--- src/rtl/i2c_slave_fifo_param.sv ---
// I2C slave with a configurable 7-bit address, a TX FIFO feeding master reads,
// and a one-cycle strobed receive byte for master writes. Bus pins are oversampled by clk.
module i2c_slave_fifo_param #(
  parameter logic [6:0]  SLAVE_ADDR  = 7'b1111000,
  parameter int unsigned FIFO_DEPTH  = 8,
  parameter int unsigned SYNC_STAGES = 2
) (
  input  logic                          clk,
  input  logic                          rst,
  input  logic                          scl,
  input  logic                          sda_in,
  output logic                          sda_out,
  input  logic                          write_enable,
  input  logic [7:0]                    write_data,
  output logic                          fifo_full,
  output logic                          fifo_empty,
  output logic [$clog2(FIFO_DEPTH):0]   fifo_count,
  output logic [7:0]                    rx_data,
  output logic                          rx_valid,
  output logic                          tx_underrun,
  output logic                          busy
);
  localparam int unsigned AW      = $clog2(FIFO_DEPTH);
  localparam logic [AW:0] DEPTH_C = (AW+1)'(FIFO_DEPTH);

  typedef enum logic [2:0] {
    IDLE, ADDR, ADDR_ACK, RX_BYTE, RX_ACK, TX_BYTE, TX_ACK_CHK, WAIT_STOP
  } state_t;

  logic [SYNC_STAGES-1:0] scl_sync_q, scl_sync_d, sda_sync_q, sda_sync_d;
  logic                   scl_prev_q, scl_prev_d, sda_prev_q, sda_prev_d;
  logic                   scl_s, sda_s, scl_rise, scl_fall, start_det, stop_det;

  state_t                 state_q, state_d;
  logic [2:0]             bit_cnt_q, bit_cnt_d;
  logic [7:0]             shift_q, shift_d;
  logic                   rw_q, rw_d;
  logic                   ack_phase_q, ack_phase_d;
  logic                   sda_out_q, sda_out_d;
  logic                   busy_q, busy_d;
  logic [7:0]             rx_data_q, rx_data_d;
  logic                   rx_valid_q, rx_valid_d;
  logic                   tx_underrun_q, tx_underrun_d;

  logic [7:0]             mem_q [FIFO_DEPTH];
  logic [AW-1:0]          wr_ptr_q, wr_ptr_d, rd_ptr_q, rd_ptr_d;
  logic [AW:0]            count_q, count_d;
  logic                   full_q, full_d, empty_q, empty_d;
  logic                   pop_req, pop_ok, push_ok;
  logic [7:0]             pop_byte;

  always_comb begin
    scl_sync_d = {scl_sync_q[SYNC_STAGES-2:0], scl};
    sda_sync_d = {sda_sync_q[SYNC_STAGES-2:0], sda_in};
    scl_s      = scl_sync_q[SYNC_STAGES-1];
    sda_s      = sda_sync_q[SYNC_STAGES-1];
    scl_prev_d = scl_s;
    sda_prev_d = sda_s;
    scl_rise   = scl_s & ~scl_prev_q;
    scl_fall   = ~scl_s & scl_prev_q;
    start_det  = scl_s & ~sda_s & sda_prev_q;
    stop_det   = scl_s & sda_s & ~sda_prev_q;
  end

  // An empty pop yields 8'hFF; a push never bypasses into the same-cycle pop.
  assign pop_ok   = pop_req && (count_q != '0);
  assign pop_byte = (count_q != '0) ? mem_q[rd_ptr_q] : 8'hFF;
  assign push_ok  = write_enable && ((count_q != DEPTH_C) || pop_ok);

  always_comb begin
    state_d       = state_q;
    bit_cnt_d     = bit_cnt_q;
    shift_d       = shift_q;
    rw_d          = rw_q;
    ack_phase_d   = ack_phase_q;
    sda_out_d     = sda_out_q;
    busy_d        = busy_q;
    rx_data_d     = rx_data_q;
    rx_valid_d    = 1'b0;
    pop_req       = 1'b0;
    if (start_det) begin
      state_d   = ADDR;
      bit_cnt_d = '0;
      sda_out_d = 1'b1;
    end else if (stop_det) begin
      state_d   = IDLE;
      sda_out_d = 1'b1;
      busy_d    = 1'b0;
    end else begin
      unique case (state_q)
        ADDR: if (scl_rise) begin
          shift_d   = {shift_q[6:0], sda_s};
          bit_cnt_d = bit_cnt_q + 3'd1;
          if (bit_cnt_q == 3'd7) begin
            if (shift_q[6:0] == SLAVE_ADDR) begin
              state_d     = ADDR_ACK;
              busy_d      = 1'b1;
              rw_d        = sda_s;
              ack_phase_d = 1'b0;
            end else begin
              state_d = WAIT_STOP;
              busy_d  = 1'b0;
            end
          end
        end
        ADDR_ACK, RX_ACK: if (scl_fall) begin
          // First falling edge pulls ACK low, second ends the ACK bit.
          if (!ack_phase_q) begin
            sda_out_d   = 1'b0;
            ack_phase_d = 1'b1;
          end else begin
            bit_cnt_d = '0;
            if (state_q == ADDR_ACK && rw_q) begin
              pop_req   = 1'b1;
              shift_d   = pop_byte;
              sda_out_d = pop_byte[7];
              state_d   = TX_BYTE;
            end else begin
              sda_out_d = 1'b1;
              state_d   = RX_BYTE;
            end
          end
        end
        RX_BYTE: if (scl_rise) begin
          shift_d   = {shift_q[6:0], sda_s};
          bit_cnt_d = bit_cnt_q + 3'd1;
          if (bit_cnt_q == 3'd7) begin
            rx_data_d   = {shift_q[6:0], sda_s};
            rx_valid_d  = 1'b1;
            ack_phase_d = 1'b0;
            state_d     = RX_ACK;
          end
        end
        TX_BYTE: if (scl_fall) begin
          if (bit_cnt_q == 3'd7) begin
            sda_out_d   = 1'b1;
            ack_phase_d = 1'b0;
            state_d     = TX_ACK_CHK;
          end else begin
            shift_d   = {shift_q[6:0], 1'b1};
            sda_out_d = shift_q[6];
            bit_cnt_d = bit_cnt_q + 3'd1;
          end
        end
        TX_ACK_CHK: begin
          if (scl_rise) begin
            if (sda_s) begin
              state_d = WAIT_STOP;
              busy_d  = 1'b0;
            end else begin
              ack_phase_d = 1'b1;
            end
          end else if (scl_fall && ack_phase_q) begin
            pop_req   = 1'b1;
            shift_d   = pop_byte;
            sda_out_d = pop_byte[7];
            bit_cnt_d = '0;
            state_d   = TX_BYTE;
          end
        end
        default: ;
      endcase
    end
    tx_underrun_d = pop_req && (count_q == '0);
  end

  always_comb begin
    wr_ptr_d = push_ok ? wr_ptr_q + AW'(1) : wr_ptr_q;
    rd_ptr_d = pop_ok  ? rd_ptr_q + AW'(1) : rd_ptr_q;
    unique case ({push_ok, pop_ok})
      2'b10:   count_d = count_q + (AW+1)'(1);
      2'b01:   count_d = count_q - (AW+1)'(1);
      default: count_d = count_q;
    endcase
    full_d  = (count_d == DEPTH_C);
    empty_d = (count_d == '0);
  end

  always_ff @(posedge clk) begin
    if (push_ok) mem_q[wr_ptr_q] <= write_data;
  end

  always_ff @(posedge clk) begin
    if (rst) begin
      scl_sync_q    <= '1;
      sda_sync_q    <= '1;
      scl_prev_q    <= 1'b1;
      sda_prev_q    <= 1'b1;
      state_q       <= IDLE;
      bit_cnt_q     <= '0;
      shift_q       <= '0;
      rw_q          <= 1'b0;
      ack_phase_q   <= 1'b0;
      sda_out_q     <= 1'b1;
      busy_q        <= 1'b0;
      rx_data_q     <= '0;
      rx_valid_q    <= 1'b0;
      tx_underrun_q <= 1'b0;
      wr_ptr_q      <= '0;
      rd_ptr_q      <= '0;
      count_q       <= '0;
      full_q        <= 1'b0;
      empty_q       <= 1'b1;
    end else begin
      scl_sync_q    <= scl_sync_d;
      sda_sync_q    <= sda_sync_d;
      scl_prev_q    <= scl_prev_d;
      sda_prev_q    <= sda_prev_d;
      state_q       <= state_d;
      bit_cnt_q     <= bit_cnt_d;
      shift_q       <= shift_d;
      rw_q          <= rw_d;
      ack_phase_q   <= ack_phase_d;
      sda_out_q     <= sda_out_d;
      busy_q        <= busy_d;
      rx_data_q     <= rx_data_d;
      rx_valid_q    <= rx_valid_d;
      tx_underrun_q <= tx_underrun_d;
      wr_ptr_q      <= wr_ptr_d;
      rd_ptr_q      <= rd_ptr_d;
      count_q       <= count_d;
      full_q        <= full_d;
      empty_q       <= empty_d;
    end
  end

  assign sda_out     = sda_out_q;
  assign busy        = busy_q;
  assign rx_data     = rx_data_q;
  assign rx_valid    = rx_valid_q;
  assign tx_underrun = tx_underrun_q;
  assign fifo_count  = count_q;
  assign fifo_full   = full_q;
  assign fifo_empty  = empty_q;

endmodule

--- config.mk ---
export PLATFORM = sky130hd
export DESIGN_NAME = i2c_slave_fifo_param
export DESIGN_NICKNAME = d
export VERILOG_FILES = /design/src/rtl/i2c_slave_fifo_param.sv
export SDC_FILE = /design/constraint.sdc
export NUM_CORES = 1
export LEC_CHECK = 0
export CAP_MARGIN = 20
export CORE_ASPECT_RATIO = 0.6
export CORE_MARGIN = 8
export CORE_UTILIZATION = 50
export DETAILED_ROUTE_END_ITERATION = 10
export PLACE_DENSITY = 0.69
export RECOVER_POWER = 100
export SYNTH_ARGS = -nofsm -noshare
export SYNTH_HDL_FRONTEND = slang
export SYNTH_SLANG_ARGS = --single-unit
--- constraint.sdc ---
create_clock -name clk -period 4.84 [get_ports clk]
set_input_delay 0.968 -clock clk [delete_from_list [all_inputs] [get_ports clk]]
set_output_delay 0.968 -clock clk [all_outputs]
set_load 0.01 [all_outputs]
Word-level counts from Yosys, hierarchy flattened
Memories as Yosys holds them, arrays and structs flattened. A register that Yosys moved wholly into a read port is not among the register bits.
Index checks and enable logic that the tools add are counted.
- add/sub/neg operators: 5
- reductions and logical operators: 28
- bitwise operators: 14
- mux-type cells: 73
- eq/ne operators: 44
- operators with widths (operator ; count):
    $mux W3 ; 22
    $mux W7 ; 8
    $reduce_and A11 Y1 ; 4
    $ne A4 B4 Y1 const B ; 9
    $mux W1 ; 34
    $ne A2 B2 Y1 const B ; 15
    $pmux W7 S4 ; 1
    $ne A3 B3 Y1 const B ; 6
    $pmux W3 S5 ; 1
    $eq A3 B3 Y1 const B ; 4
    $pmux W3 S4 ; 1
    $reduce_and A6 Y1 ; 2
    $ne A5 B5 Y1 const B ; 2
    $reduce_and A5 Y1 ; 2
    $add A3 B1 Y3 const B ; 3
    $reduce_and A9 Y1 ; 1
    $logic_not A4 Y1 ; 2
    $mux W8 ; 1
    $not A1 Y1 ; 8
    $pmux W4 S2 ; 1
    $reduce_bool A4 Y1 ; 2
    $eq A7 B7 Y1 const B ; 1
    $reduce_bool A7 Y1 ; 1
    $and A1 B1 Y1 ; 6
    other kinds (18) ; 27
- register bits after elaboration: 45
- memory bits (writable): 64
- input bits: 13
- memories: 1
- output and inout port bits: 18
- logic and storage cells: 185
- memories (name ; words ; width ; read ports ; clocked after Yosys merged registers in ; write ports ; line ; source):
    mem_q ; 8 ; 8 ; 1 ; 1 ; 1 ; 45 ; logic [7:0] mem_q [FIFO_DEPTH];

Longest topological paths before layout
Gate-level depths: netlist (run 1).
- word-level depth: 14
- depth in mapped cells: 10
- gate-level depth less buffers: 9

Least setup slack after synthesis (run 1)
No wires, ideal clock.
- path kind: input-to-reg
- from: in write_enable
- to: reg empty_q (netlist: fifo_empty)
- slack: 1978 ps
- path buffers: 1
- required time: 4764 ps
- stages: 8
- arrival: 2786 ps
- setup time: 76 ps
- path through: clkbuf_1 -> nor3_1 -> ha_1 -> a21o_1 -> a211oi_1 -> mux2i_1 -> o32a_1 -> a21boi_0
- word-level cells in the longest chain between the ends: 4
- elaborated cells between the ends (all ways): 5
- those cells by class: eq/ne (2); mux (1); reduce/logical (2)
- ends and longest elaborated chain (element ; line ; source):
    from (decl) ; 13 ; input logic write_enable,
    $logic_and A1 B1 Y1 (*) ; 68 ; assign push_ok = write_enable && ((count_q != DEPTH_C) || pop_ok);
    $eq A2 B1 Y1 / $eq A2 B2 Y1 (equally long branches) ; 170 ; unique case ({push_ok, pop_ok})
    $pmux W4 S2 (*) ; 170 ;
    $logic_not A4 Y1 (*) ; 176 ; empty_d = (count_d == '0);
    to (signal assigned) ; 223 ; empty_q <= empty_d;
    to (decl) ; 48 ; logic full_q, full_d, empty_q, empty_d;
Mark *: on every way between the ends. The rest lies on a longest branch, timed or not.
A chain may end at the register's enable or synchronous reset.

Worst setup path after layout (run 1)
- from: reg state_q[2]
- to: reg empty_q (netlist: fifo_empty)
- word-level cells in the longest chain between the ends: 14
- elaborated cells between the ends (all ways): 18
- those cells by class: eq/ne (5); mux (7); reduce/logical (6)
- ends and longest elaborated chain (element ; line ; source):
    from (decl) ; 34 ; state_t state_q, state_d;
    from (signal assigned) ; 209 ; state_q <= state_d;
    $eq A3 B2 Y1 ; 90, 113 ;
    $logic_and A1 B1 Y1 ; 113 ; if (state_q == ADDR_ACK && rw_q) begin
    $mux W1 ; 113 ;
    $mux W1 ; 108 ; if (!ack_phase_q) begin
    $mux W1 ; 106 ; ADDR_ACK, RX_ACK: if (scl_fall) begin
    $pmux W1 S2 (*) ; 90 ; unique case (state_q)
    $mux W1 (*) ; 85 ; end else if (stop_det) begin
    $mux W1 (*) ; 81 ; if (start_det) begin
    $logic_and A1 B1 Y1 (*) ; 66 ; assign pop_ok = pop_req && (count_q != '0);
    $logic_or A1 B1 Y1 ; 68 ;
    $logic_and A1 B1 Y1 ; 68 ;
    $eq A2 B1 Y1 / $eq A2 B2 Y1 (equally long branches) ; 170 ;
    $pmux W4 S2 (*) ; 170 ;
    $logic_not A4 Y1 (*) ; 176 ;
Marks and branches as above.

==> results of run 1 <==
==> registers in the layout (all words and copies together) (netlist names), named ones only <==
register / cells
sda_out: 1
fifo_full: 1
bit_cnt_q: 3
fifo_count: 4
rd_ptr_q: 3
rx_data: 8
rx_valid: 1
shift_q: 7
scl_prev_q: 1
scl_sync_q: 2
rw_q: 1
state_q: 3
wr_ptr_q: 3
mem_q: 64
ack_phase_q: 1
sda_sync_q: 2
tx_underrun: 1
fifo_empty: 1
busy: 1
sda_prev_q: 1
==> layout by cell type, fill, tap and decap left out, drive strengths merged, types with 3 or more instances in the layout <==
master	instances
and3b	3
clkinv	4
inv	7
a221oi	6
nor2b	5
or2	7
o22ai	12
dlygate4sd3	27
edfxtp	64
a21oi	10
nor2	36
clkbuf	17
mux2i	29
nand2	19
clkdlybuf4s50	3
nor3	14
a211oi	3
o21ai	15
o211ai	5
mux4	4
ha	6
mux2	15
nor4	8
o2bb2ai	5
or3	3
nand2b	9
a21boi	3
xor2	4
dfxtp	48
==> worst max-delay path, cell delays in order (launching register included) <==
cell and delay, ns:
dfxtp_1 0.64, nor2_1 0.19, or3_1 0.46, nor3_1 0.45, ha_1 0.34, a21o_1 0.19, a211oi_1 0.27, mux2i_1 0.22
o32a_1 0.19, a21boi_0 0.17
==> metrics by stage <==
stage | hold WS [ns] | utilization | setup WS (ns) | instance area [um^2]
finish | 0.408 | 0.573 | 1.63 | 5560
floorplan | 0.389 | - | 1.98 | 4900
global route | 0.416 | 0.573 | 1.42 | 5560
global placement | 0.392 | 0.552 | 1.46 | 5350
CTS | 0.409 | 0.581 | 1.65 | 5640
detailed placement | 0.392 | 0.552 | 1.28 | 5350
==> cells by family (layout without fill, tap and decap cells) <==
kind of cell,count (synthesis),after routing
AOI/OAI and AO/OA,77,77
buffers and inverters,23,60
adders and majority gates,7,7
DFF,112,112
xor gates and xnor gates,6,6
and+or+nand+nor,119,119
muxes,48,48
==> routing by layer <==
layer | track usage | vias to the layer above
met5 | 0 | -
met4 | 0.0444 | 0
met3 | 0.0514 | 9
met2 | 0.236 | 141
met1 | 0.237 | 1586
li1 | - | 1557
==> cell type report <==
| cell class | instances | share of cell area |
|---|---|---|
| Inverter | 6 | 0.00405 |
| Clock inverter | 5 | 0.00540 |
| Clock buffer | 11 | 0.0454 |
| Timing Repair Buffer | 38 | 0.0607 |
| Multi-Input combinational cell | 257 | 0.336 |
| Tap cell | 135 | 0.0304 |
| Sequential cell | 112 | 0.518 |
==> worst max path at each step <==
stage                             from  cells after the start                    end
3_5_place_dp              write_enable                      8  fifo_empty$_SDFF_PP1_
2_1_floorplan             write_enable                      8  fifo_empty$_SDFF_PP1_
5_1_grt        state_q[1]$_SDFFE_PP0P_                      9  fifo_empty$_SDFF_PP1_
6_report       state_q[2]$_SDFFE_PP0P_                      9  fifo_empty$_SDFF_PP1_
4_1_cts                   write_enable                      8  fifo_empty$_SDFF_PP1_
3_3_place_gp              write_enable                      8  fifo_empty$_SDFF_PP1_
==> power by group <==
part	internal [mW]	switching (mW)	leakage [nW]
Sequential	1.06	0.0828	0.971
Combinational	0.136	0.198	0.828
Clock	0.376	0.323	0.141
Total	1.57	0.604	1.94
==> metrics.md, run 1 <==
| Metric | Value |
|---|---|
| Status | complete, no violations |
| Library cell occupying the most area in the post-synthesis netlist | edfxtp_1 |
| Post-CTS clock slew at the launch and capture registers of the worst setup and hold paths | 0.07 ns |
| Met2 wire length | 4560 um |
| Initial DRC Count | about 270 |
| First-pass GRT wire length | 16,900 um |
| Total congestion overflow after global routing | 0 |
| Max Slew Vio Count | 0 |
| Synth Area per Inst | roughly 12 um^2 |
| Die footprint | 13,300 um^2 |
| Number of iterations in the first detailed-routing pass | 5 |
| Synth Net Count | 412 |
| Worst-Skew Late Latency | ~0.35 ns |
| FP Rows | 28 |
| Layout net count | approximately 440 |
| Number of enable-type register cells in the synthesized netlist | 64 |
| Type of origin of the critical path | register |
| Number of setup buffers added after CTS | 0 |
| R2R cell count | 9 |
| Number of max-cap violations | 0 |
| Relative max-transition margin | 0.390 |
| Peak supply drop | approximately 0.22 mV |
| Number of DRC violations after detailed routing | 0 |
| Power density over cell area | around 390 nW/um^2 |
| Maximum buffer depth of the clock tree | 2 |
| Number of instances in the synthesized netlist | 392 |
| Kind of critical path | register to register |
| Core Box Area | 9700 um^2 |
| Initial core utilization | 0.505 |
| Leading register cell type out of synthesis | edfxtp_1 |
| Number of library cell types mapped by synthesis | 63 |
| FF+latch area | a little under 3000 um^2 |
| Layout overhead on the synthesized area | 13.6% |
| Final weighted congestion in routability-driven placement | 0.894 |
| Routed length on met1 | about 5100 um |
| Largest fanout on the critical path | 18 |
| Sequential area share after synthesis | 0.589 |
| Total vias in the final route | 3,293 |
| Post-Synth XOR/XNOR Area | 0.0107 |
| Register bit total from synthesis | between 100 and 150 |
| Most area-consuming cells after synthesis | edfxtp_1 (39%), dfxtp_1 (20%), mux2i_1 (5.9%), mux2_2 (3.4%), nor2_1 (2.8%) |
| CTS Hold Bufs | 0 |
| Count of yosys warnings during synthesis | 0 |
| PnR Total Power | 2.18 mW |
| Post-synth top cells | edfxtp_1 (64), dfxtp_1 (48), nor2_1 (36), mux2i_1 (29), nand2_1 (19) |
| Aggregate negative setup slack | 0 ns |
| Critical R2R Capture | fifo_empty$_SDFF_PP1_ |
| Synth Area in Compound Gates | 0.115 |
| Crit share post-route | 0.663 |
| Final count of negative-setup-slack endpoints | 0 |
| # resized after CTS | 0 |
| Slew at the pin closest to its max-slew limit | around 0.9 ns |
| Area fraction in and, or, nand and nor cells after synthesis | 0.135 |
| Adder and majority cell fraction of the synthesized area | 0.0194 |
| Final WL | 10,500 um |
| Number of antenna violations at the first check in global routing | 0 |
| Leak Pwr | approximately 1.9 nW |
| Number of primary I/O pins | 31 |
| Main combinational cell family by area after synthesis | simple AND/OR/NAND/NOR gates |
| Diode count | 0 |
| Final hold viol count | 0 |
| TritonCTS clock tree | built |
| Count of input and output buffers | 30 |
| Post-DP HPWL | 7590 um |
| RSZ-0062 raised after global routing | no |
| Number of filler instances in the final layout | 816 |
| Time the worst path needs with I/O delays and setup | 3.21 ns |
| Min-Delay Endpoint | scl_sync_q[1]$_SDFF_PP1_ |
| Clock buffers created by TritonCTS | 9 |
| Multiplexer share of the synthesized area | 0.112 |
| Data arrival time of the critical path | 3.48 ns |
| Root buffer cell | clkbuf_16 |
| Sinks on the clock net | 112 |
| Pin count of the biggest net entering global routing | 29 |
| Die Span X | roughly 140 um |
| Required time of the critical path | 5.11 ns |
| Highest Signal Layer | met4 |
| Fmax achieved | 0.312 GHz |
| Number of cells in the finished layout apart from fillers | 564 |
| Post-Synthesis Cell Area | 4900 um^2 |
| Footprint of the multi-input gates | ~1900 um^2 |
| Maximum level of the CTS H-tree | 3 |
| Min-Delay Startpoint | scl_sync_q[0]$_SDFF_PP1_ |
| Setup slack on the worst flop-to-flop path | 1.63 ns |
| Met3 routed wirelength | 823 um |
| Drt via density | 5.84 |
| Top cell type's share of synthesized area | 0.392 |
| Endpoint type of the worst setup path | register |
| Type of the most critical hold path | register to register |
| Worst clock skew | 0.00597 ns |
| Cell Count Post-Placement | roughly 550 |
| Reg-to-Reg Start | state_q[2]$_SDFFE_PP0P_ |
| ANT nets after route | 0 |
| Fraction of final layout cells with drive strength greater than 1 | 0.107 |
| Vias in the first global route | 3,213 |
| Instance count along the most critical hold path | 1 |
| Overall die height | 92.7 um |
| Most numerous cell in the Yosys netlist | edfxtp_1 |
| All-Layer GR Usage | 0.165 |
| Share of flip-flops with an asynchronous set or reset after synthesis | 0 |
| WL/cell | 18.7 um |
(Power assumes the default switching activity.)
==> run 2: changes to the inputs <==
- clock period: 4.84 -> 3.1 ns (I/O delays scaled with it)
==> run 2 against run 1 <==
Die area stayed put. Clock power grew 75%. Global-route usage down 0.32 points. Critical endpoint unchanged.
==> metrics.md, run 2 (same netlist as run 1, synthesis figures left out) <==
| Metric | Value |
|---|---|
| Drt via density | 5.83 |
| Number of iterations in the first detailed-routing pass | 5 |
| Hold_ws | 0.410 ns |
| Relative max-transition margin | 0.436 |
| Final weighted congestion in routability-driven placement | 0.905 |
| FP Rows | 28 |
| Core Box Area | 9700 um^2 |
| Root buffer cell | clkbuf_16 |
| Sinks on the clock net | ~110 |
| Type of the most critical hold path | register to register |
| ANT nets after route | 0 |
| Total congestion overflow after global routing | 0 |
| Number of filler instances in the final layout | 798 |
| TritonCTS clock tree | built |
| RSZ-0062 raised after global routing | no |
| Clock share of power | 0.344 |
| Time the worst path needs with I/O delays and setup | ~2.8 ns |
| Net Switching | 0.951 mW |
| Aggregate negative setup slack | 0 ns |
| Endpoint type of the worst setup path | register |
| Cell internal power dissipation | around 2.6 mW |
| Initial core utilization | 0.505 |
| Most common cell after layout, fill and taps aside | edfxtp_1 |
| Highest Signal Layer | met4 |
| Final Util | 0.584 |
| Overall die height | around 93 um |
| FF+latch area | 2880 um^2 |
| All-Layer GR Usage | 0.162 |
| Met2 wire length | 4160 um |
| Leak Pwr | about 2 nW |
| Number of DRC violations after detailed routing | 0 |
| Worst clock skew | roughly 0.0084 ns |
| Fmax achieved | approximately 0.36 GHz |
| Met3 routed wirelength | 789 um |
| Worst-Skew Late Latency | ~0.35 ns |
| Number of antenna violations at the first check in global routing | 0 |
| Number of primary I/O pins | 31 |
| Most used cells in the layout excluding fill and tap cells | edfxtp_1 (64), dfxtp_1 (48), nor2_1 (36), mux2i_1 (29), dlygate4sd3_1 (27) |
| Total vias in the final route | 3,340 |
| Required time of the critical path | 3.37 ns |
| Diode count | 0 |
| Count of input and output buffers | 30 |
| WL/cell | 18.1 um |
| First-pass GRT wire length | 16,400 um |
| Vias in the first global route | 3,083 |
| Footprint of the multi-input gates | ~1900 um^2 |
| Peak supply drop | roughly 0.42 mV |
| Slew at the pin closest to its max-slew limit | 0.840 ns |
| Proportion of power drawn by combinational gates | 0.167 |
| Maximum level of the CTS H-tree | 3 |
| Pre-CTS setup slack | 0.172 ns |
| CTS Hold Bufs | 0 |
| Clock buffers created by TritonCTS | 9 |
| Register with the most flip-flops | mem_q |
| Crit share post-route | 0.896 |
| Setup WS post-layout | 0.324 ns |
| Number of setup buffers added after CTS | 0 |
| PnR Total Power | approximately 3.5 mW |
| Final hold viol count | 0 |
| Final Cell Area | 5670 um^2 |
| Number of max-cap violations | 0 |
| Final WL | 10,400 um |
| Post-CTS clock slew at the launch and capture registers of the worst setup and hold paths | 0.07 ns |
| Type of origin of the critical path | register |
| Kind of critical path | register to register |
| Routed length on met1 | between 5000 and 6000 um |
| Layout net count | 453 |
| Cell Count Post-Placement | 557 |
| Final count of negative-setup-slack endpoints | 0 |
| Max FFs per register | 64 |
| Layout overhead on the synthesized area | 15.8% |
| Initial DRC Count | 295 |
| Post-DP HPWL | 7510 um |
| Placed inst area | 5420 um^2 |
| Die footprint | 13,300 um^2 |
| Proportion of power drawn by flip-flops and latches | 0.489 |
| Die Span X | approximately 140 um |
| Number of cells in the finished layout apart from fillers | approximately 570 |
| Largest fanout on the critical path | 9 |
| Data arrival time of the critical path | 3.05 ns |
| Power density over cell area | 625 nW/um^2 |
| Status | complete, no violations |
| Fraction of final layout cells with drive strength greater than 1 | 0.137 |
| Switching fraction of total power | 0.268 |
| Pin count of the biggest net entering global routing | 19 |
| Setup slack on the worst flop-to-flop path | 0.32 ns |
| Maximum buffer depth of the clock tree | 2 |
| Max Slew Vio Count | 0 |
-- run 2: changes by cell type in the layout (fill, tap and decap cells not counted), moves of 2 or more --
cell	previous run	this run
clkbuf_1	6	3
clkbuf_8	2	0
buf_4	2	6
clkbuf_2	0	8
bufinv_16	0	2
clkinvlp_4	0	2
-- run 2: area by class of cell --
type,count,area share
well taps,135,0.0298
flip-flops and latches,112,0.508
inverters,6,0.00397
clock buffers,9,0.0397
repair buffers,47,0.0699
clock inverters,7,0.0170
multi-input cells,257,0.331
-- run 2: final timing paths --
path | startpoint | end | depth (start not counted)
worst max-delay path | scl_sync_q[1]$_SDFF_PP1_ | fifo_empty$_SDFF_PP1_ | 9
worst min-delay path | sda_sync_q[0]$_SDFF_PP1_ | sda_sync_q[1]$_SDFF_PP1_ | 1
worst max register to register | scl_sync_q[1]$_SDFF_PP1_ | fifo_empty$_SDFF_PP1_ | 9
worst min register to register | sda_sync_q[0]$_SDFF_PP1_ | sda_sync_q[1]$_SDFF_PP1_ | 1
-- run 2: power by group through the flow --
| stage | clock network (mW) | registers [mW] | logic, mW |
|---|---|---|---|
| after floorplan | 0 | 1.74 | 0.423 |
| after global placement | 0 | 1.76 | 0.604 |
| after detailed placement | 0 | 1.76 | 0.608 |
| after CTS | 1.25 | 1.73 | 0.612 |
| after global routing | 1.30 | 1.74 | 0.645 |
| final | 1.22 | 1.73 | 0.591 |
-- run 2: per-layer routing --
metal / vias to the layer above / GRT usage
met4: 0 / 0.0574
met1: 1624 / 0.247
met5: - / 0
met2: 116 / 0.215
li1: 1584 / -
met3: 16 / 0.0401
-- run 2: critical path, cell delays in order, from the launching register on --
cell and delay [ns]:
dfxtp_1 0.38, nand3b_2 0.26, or3_4 0.43, nor3_2 0.29
ha_1 0.31, a21o_1 0.19, a211oi_1 0.28, mux2i_1 0.22
o32a_1 0.19, a21boi_0 0.17
-- run 2: repair_timing --
action	CTS	global route
endpoints found under the setup margin	0	1
gates resized for setup	0	1
hold endpoints to repair	0	0
